`src/rtl/exec_stage_mc.sv`:
```
// Execute stage: single-cycle ALU/branch resolution into an EX/MEM register,
// plus a shift-add multiplier that occupies the stage for WIDTH+1 cycles.
module exec_stage_mc #(
  parameter int WIDTH    = 16,
  parameter int REG_BITS = 3
) (
  input  logic                clk,
  input  logic                rst,
  input  logic                in_valid,
  output logic                ready,
  input  logic [2:0]          op,
  input  logic [WIDTH-1:0]    opA,
  input  logic [WIDTH-1:0]    opB,
  input  logic [2:0]          br_type,
  input  logic                jr_sel,
  input  logic [WIDTH-1:0]    pc_next,
  input  logic [WIDTH-1:0]    offset,
  input  logic [REG_BITS-1:0] dest,
  input  logic                reg_wrt,
  input  logic                stall_in,
  input  logic                flush,
  output logic                out_valid,
  output logic [WIDTH-1:0]    result,
  output logic                do_branch,
  output logic [WIDTH-1:0]    branch_pc,
  output logic [REG_BITS-1:0] dest_out,
  output logic                reg_wrt_out,
  output logic                err
);
  localparam int SHW = $clog2(WIDTH);
  localparam logic [SHW-1:0] CNT_LAST = SHW'(WIDTH - 1);

  localparam logic [2:0] OP_ADD = 3'd0;
  localparam logic [2:0] OP_SUB = 3'd1;
  localparam logic [2:0] OP_AND = 3'd2;
  localparam logic [2:0] OP_XOR = 3'd3;
  localparam logic [2:0] OP_SLT = 3'd4;
  localparam logic [2:0] OP_SHL = 3'd5;
  localparam logic [2:0] OP_MUL = 3'd6;

  typedef enum logic [1:0] {S_IDLE = 2'd0, S_MUL = 2'd1, S_DONE = 2'd2} state_t;

  state_t state_q, state_d;

  logic [WIDTH-1:0]    mcand_q, mcand_d;
  logic [WIDTH-1:0]    mplier_q, mplier_d;
  logic [WIDTH-1:0]    acc_q, acc_d;
  logic [SHW-1:0]      cnt_q, cnt_d;
  logic [REG_BITS-1:0] mdest_q, mdest_d;
  logic                mwrt_q, mwrt_d;
  logic                merr_q, merr_d;

  logic                valid_q, valid_d;
  logic [WIDTH-1:0]    res_q, res_d;
  logic                br_q, br_d;
  logic [WIDTH-1:0]    bpc_q, bpc_d;
  logic [REG_BITS-1:0] dst_q, dst_d;
  logic                wrt_q, wrt_d;
  logic                err_q, err_d;

  logic             accept;
  logic             is_mul;
  logic             op_ill;
  logic             br_ill;
  logic             cond;
  logic             instr_err;
  logic [WIDTH-1:0] alu_res;
  logic [WIDTH-1:0] target;

  assign ready  = (state_q == S_IDLE) & ~stall_in & ~flush;
  assign accept = in_valid & ready;
  assign is_mul = (op == OP_MUL);
  assign br_ill = (br_type > 3'd5);
  assign target = (jr_sel ? opA : pc_next) + offset;
  assign instr_err = op_ill | br_ill | (is_mul & (br_type != 3'd0));

  always_comb begin
    alu_res = '0;
    op_ill  = 1'b0;
    case (op)
      OP_ADD:  alu_res = opA + opB;
      OP_SUB:  alu_res = opA - opB;
      OP_AND:  alu_res = opA & opB;
      OP_XOR:  alu_res = opA ^ opB;
      OP_SLT:  alu_res = {{(WIDTH-1){1'b0}}, $signed(opA) < $signed(opB)};
      OP_SHL:  alu_res = opA << opB[SHW-1:0];
      OP_MUL:  alu_res = '0;
      default: op_ill  = 1'b1;
    endcase
  end

  always_comb begin
    cond = 1'b0;
    case (br_type)
      3'd1:    cond = (opA == '0);
      3'd2:    cond = (opA != '0);
      3'd3:    cond = opA[WIDTH-1];
      3'd4:    cond = ~opA[WIDTH-1];
      3'd5:    cond = 1'b1;
      default: cond = 1'b0;
    endcase
  end

  // Next state: flush abandons any multiply in progress.
  always_comb begin
    state_d = state_q;
    if (flush) begin
      state_d = S_IDLE;
    end else begin
      case (state_q)
        S_IDLE:  if (accept && is_mul) state_d = S_MUL;
        S_MUL:   if (cnt_q == CNT_LAST) state_d = S_DONE;
        S_DONE:  if (!stall_in) state_d = S_IDLE;
        default: state_d = S_IDLE;
      endcase
    end
  end

  always_comb begin
    mcand_d  = mcand_q;
    mplier_d = mplier_q;
    acc_d    = acc_q;
    cnt_d    = cnt_q;
    mdest_d  = mdest_q;
    mwrt_d   = mwrt_q;
    merr_d   = merr_q;
    if (state_q == S_IDLE && accept && is_mul) begin
      mcand_d  = opA;
      mplier_d = opB;
      acc_d    = '0;
      cnt_d    = '0;
      mdest_d  = dest;
      mwrt_d   = reg_wrt;
      merr_d   = instr_err;
    end else if (state_q == S_MUL) begin
      acc_d    = acc_q + (mplier_q[0] ? mcand_q : '0);
      mcand_d  = mcand_q << 1;
      mplier_d = mplier_q >> 1;
      cnt_d    = cnt_q + 1'b1;
    end
  end

  // Output register: bubble unless holding, retiring a product or loading an ALU op.
  always_comb begin
    valid_d = 1'b0;
    res_d   = '0;
    br_d    = 1'b0;
    bpc_d   = '0;
    dst_d   = '0;
    wrt_d   = 1'b0;
    err_d   = 1'b0;
    if (!flush && stall_in) begin
      valid_d = valid_q;
      res_d   = res_q;
      br_d    = br_q;
      bpc_d   = bpc_q;
      dst_d   = dst_q;
      wrt_d   = wrt_q;
      err_d   = err_q;
    end else if (!flush && state_q == S_DONE) begin
      valid_d = 1'b1;
      res_d   = acc_q;
      dst_d   = mdest_q;
      wrt_d   = mwrt_q & ~merr_q;
      err_d   = merr_q;
    end else if (accept && !is_mul) begin
      valid_d = 1'b1;
      res_d   = alu_res;
      br_d    = cond & ~instr_err;
      bpc_d   = target;
      dst_d   = dest;
      wrt_d   = reg_wrt & ~instr_err;
      err_d   = instr_err;
    end
  end

  always_ff @(posedge clk) begin
    if (rst) begin
      state_q  <= S_IDLE;
      mcand_q  <= '0;
      mplier_q <= '0;
      acc_q    <= '0;
      cnt_q    <= '0;
      mdest_q  <= '0;
      mwrt_q   <= 1'b0;
      merr_q   <= 1'b0;
      valid_q  <= 1'b0;
      res_q    <= '0;
      br_q     <= 1'b0;
      bpc_q    <= '0;
      dst_q    <= '0;
      wrt_q    <= 1'b0;
      err_q    <= 1'b0;
    end else begin
      state_q  <= state_d;
      mcand_q  <= mcand_d;
      mplier_q <= mplier_d;
      acc_q    <= acc_d;
      cnt_q    <= cnt_d;
      mdest_q  <= mdest_d;
      mwrt_q   <= mwrt_d;
      merr_q   <= merr_d;
      valid_q  <= valid_d;
      res_q    <= res_d;
      br_q     <= br_d;
      bpc_q    <= bpc_d;
      dst_q    <= dst_d;
      wrt_q    <= wrt_d;
      err_q    <= err_d;
    end
  end

  assign out_valid   = valid_q;
  assign result      = res_q;
  assign do_branch   = br_q;
  assign branch_pc   = bpc_q;
  assign dest_out    = dst_q;
  assign reg_wrt_out = wrt_q;
  assign err         = err_q;

endmodule

```
`config.mk`:
```
export PLATFORM = sky130hd
export DESIGN_NAME = exec_stage_mc
export DESIGN_NICKNAME = d
export VERILOG_FILES = /design/src/rtl/exec_stage_mc.sv
export SDC_FILE = /design/constraint.sdc
export NUM_CORES = 1
export LEC_CHECK = 0
export ABC_CLOCK_PERIOD_IN_PS = 6300
export BUFFER_PORTS_ARGS = -buffer_cell sky130_fd_sc_hd__clkbuf_2
export CORE_MARGIN = 3
export CORE_UTILIZATION = 61
export DETAILED_ROUTE_END_ITERATION = 7
export PLACE_DENSITY = 0.84
export SYNTH_ARGS = -nofsm -noshare
export SYNTH_HDL_FRONTEND = slang
export SYNTH_SLANG_ARGS = --single-unit
```
`constraint.sdc`:
```
create_clock -name clk -period 6.3 [get_ports clk]
set_clock_uncertainty 0.1 [all_clocks]
set_input_delay 0.63 -clock clk [delete_from_list [all_inputs] [get_ports clk]]
set_output_delay 0.63 -clock clk [all_outputs]
set_load 0.02 [all_outputs]
```
==> metrics.md <==
| Metric | Value |
|---|---|
| Dpl cell area | `8910 µm²` |
| Crit path cell chain | `and2_1, ha_1, inv_1, fa_1, nor2b_1, o21ai_0, a21oi_1, o41ai_1, a31oi_1, a31oi_1, or4_1, nand3_1` |
| CP Buf/Inv Count | `1` |
| WP data arrival | `3.68 ns` |
| Clk_lat worst skew | `0.36 ns` |
| Worst min path class | `reg -> reg` |
| First-pass GRT wire length | `43100 µm` |
| Antenna-violating nets left | `0` |
| Synthesized instance count | `1091` |
| Normalized max-slew margin | `0.211` |
| Max Fclk | `0.288 GHz` |
| H-tree depth | `3` |
| Peak ir drop on the vdd network | `157 µV` |
| Final setup fails | `0` |
| Core area | `12900 µm²` |
| Hold Vio Cnt, Final | `0` |
| Least-Margin Pin Slew | `1.18 ns` |
| Crit. End Element | `register` |
| Post-route cell area | `9270 µm²` |
| HPWL Detailed | `19800 µm` |
| Pwr dens | `194 nW/µm²` |
| Nets | `1313` |
| Crit Path Class | `reg -> reg` |
| # DRC | `0` |
| Met1 usage | `0.480` |
| Die height | `122 µm` |
| Initial antenna violation count | `0` |
| Ports | `120` |
| Max Slew Vio Count | `0` |
| Crit path time final | `3.48 ns` |
| First drt pass iteration count | `6` |
| Unrepaired setup endpoints after global routing | `no` |
| Antenna Cells | `0` |
| Avg Cell Area, Syn | `7.58 µm²` |
| Mapped Nets | `1239` |
| Total track usage | `0.363` |
| Commonest non-fill, non-tap cell in the layout | `nand2_1` |
| Unique masters post-synth | `81` |
| Max Cap Violations | `0` |
| Post-CTS Setup Inserts | `0` |
| CP Launch Type | `register` |
| Clock slew at reported path FFs | `0.08 ns` |
| Global Route met3 Usage | `0.0829` |
| Vias per cell | `6.58` |
| CP Launch Point | `mplier_q[0]$_SDFFE_PP0P_` |
| Status | `finished clean` |
| Gr busiest metal | `met2` |
| CTS root buf | `clkbuf_16` |
| Die area | `15000 µm²` |
| Main synth FF type | `dfxtp_1` |
| CTS Buf Count | `9` |
| Post-synth EDFFs | `0` |
| Crit-path leading delay family | `compound AO/OA/AOI/OAI gates` |
| Final TNS setup | `0 ns` |
| Number of synthesized register bits | `98` |
| GR met2 Demand/Resource | `0.563` |
| Post-layout power | `1800 µW` |
| Global route overflow | `0` |
| Reg2reg start | `mplier_q[0]$_SDFFE_PP0P_` |
| Critical path's slowest cell | `dfxtp_1` |
| Synth warn | `0` |
| Syn-to-layout area delta | `12.1%` |
| Post-synthesis sequential area ratio | `0.237` |
| TritonCTS clock tree | `done` |
| Most frequent cells in the layout | `nand2_1, nor2_1, clkbuf_2` |
| CP Max Fanout | `17` |
| Ys async rst share | `0` |
| Clock Sinks | `98` |
| Rows | `41` |
| Cell mode on critical path | `a31oi_1` |
| Hold path start | `mplier_q[14]$_SDFFE_PP0P_` |
| Fin Hold WS | `0.359 ns` |
| Crit share post-route | `0.552` |
| CTS hold repair buffers | `0` |
| Die width | `122 µm` |
| Worst path max stage delay | `0.67 ns` |
| Initial core utilization | `0.640` |
| Port Buffer Count | `119` |
| Crit path required time | `6.51 ns` |
| Via Count | `8828` |
| CTS resizes | `0` |
| Largest net degree at the start of global routing | `46` |
| Vias in the first global route | `8264` |
| LEAKAGE | `0.00393 µW` |
| Iter 0 DRT Violations | `1013` |
| RD Place Congestion | `1.03` |
| Wirelength per Cell | `20.2 µm` |
| Final wirelength | `27100 µm` |
| Layout cells sized above 1 | `0.170` |
| Area of the mapped netlist | `8270 µm²` |
| Longest Clk Path Bufs | `2` |
## tightest hold or removal path, stage by stage (launching register included)
cell and delay (ns):
dfxtp_1 0.31, nand2_1 0.05, a21oi_1 0.05
## stage by stage
stage                      util  worst slack (ns)  cells
after floorplan               -              2.86   1091
after global placement    0.690              2.77   1326
after detailed placement  0.690              2.64   1326
after CTS                 0.717              2.94   1342
after global routing      0.717              2.67   1342
final                     0.717              2.82   1342
## path summary, 6_finish.rpt
check	end	slack, ns	cells after the start
hold / removal	mplier_q[14]$_SDFFE_PP0P_	0.36	2
setup / recovery	acc_q[12]$_SDFFE_PP0P_	2.82	12
hold reg to reg	mplier_q[14]$_SDFFE_PP0P_	0.36	2
setup reg to reg	acc_q[12]$_SDFFE_PP0P_	2.82	12
## registers in the layout (all words and copies together), names as in the netlist, 3 cells and up
register / cells
dest_out: 3
acc_q: 16
cnt_q: 4
mcand_q: 16
result: 16
mdest_q: 3
branch_pc: 16
mplier_q: 16
## report_power, final
group          switching [µW]  total, µW  internal [µW]
sequential               8.00        639            631
clock                     283        679            396
combinational             302        484            182
## logic make-up after synthesis
kind of cell / synth area share
AOI/OAI and AO/OA: 0.275
and+or+nand+nor: 0.226
muxes: 0.0694
xor gates and xnor gates: 0.0318
buffers and inverters: 0.0542
DFF: 0.237
adders and majority gates: 0.107
## synth_stat cells (4+ instances only)
cell	count	area share
o21ai_1	4	0.0024
nor3_1	34	0.021
or3_1	9	0.0068
and2_1	17	0.013
dfxtp_1	98	0.24
a21oi_1	98	0.059
o21ai_0	40	0.024
a2111oi_2	4	0.0073
nand4_1	7	0.0053
o21bai_1	4	0.0036
buf_1	7	0.0032
a211oi_1	18	0.016
nor4_1	11	0.0083
nand3_1	29	0.018
mux2_2	21	0.029
a22o_1	5	0.0053
nand2b_1	12	0.0091
buf_2	10	0.0061
ha_1	64	0.097
a21o_1	14	0.013
o21a_1	7	0.0064
nor2_1	123	0.056
nor2b_1	17	0.013
o211ai_1	5	0.0045
a221oi_1	10	0.011
xor2_1	7	0.0074
o31ai_1	8	0.0073
a22oi_1	28	0.025
xnor2_1	23	0.024
mux2i_1	27	0.033
o31ai_2	4	0.0061
a311oi_1	16	0.017
a31oi_1	10	0.0076
fa_1	4	0.0097
clkbuf_1	49	0.022
inv_1	47	0.021
o22ai_1	4	0.0030
nand3b_1	4	0.0036
nand2_1	130	0.059
## per-layer routing
layer / wire length (µm) / vias up
met5: 0 / -
met1: 11000 / 4072
met3: 2830 / 96
met2: 12000 / 544
met4: 1310 / 0
li1: - / 4116
## cell type report
| cell class | count | area (µm²) |
|---|---|---|
| clock buffers | 9 | 225 |
| inverters | 48 | 180 |
| clock inverters | 7 | 134 |
| repair buffers | 130 | 678 |
| flip-flops and latches | 98 | 1960 |
| well taps | 172 | 215 |
| multi-input cells | 878 | 5880 |
| fillers | 1112 | 3650 |
(Power assumes the default switching activity.)
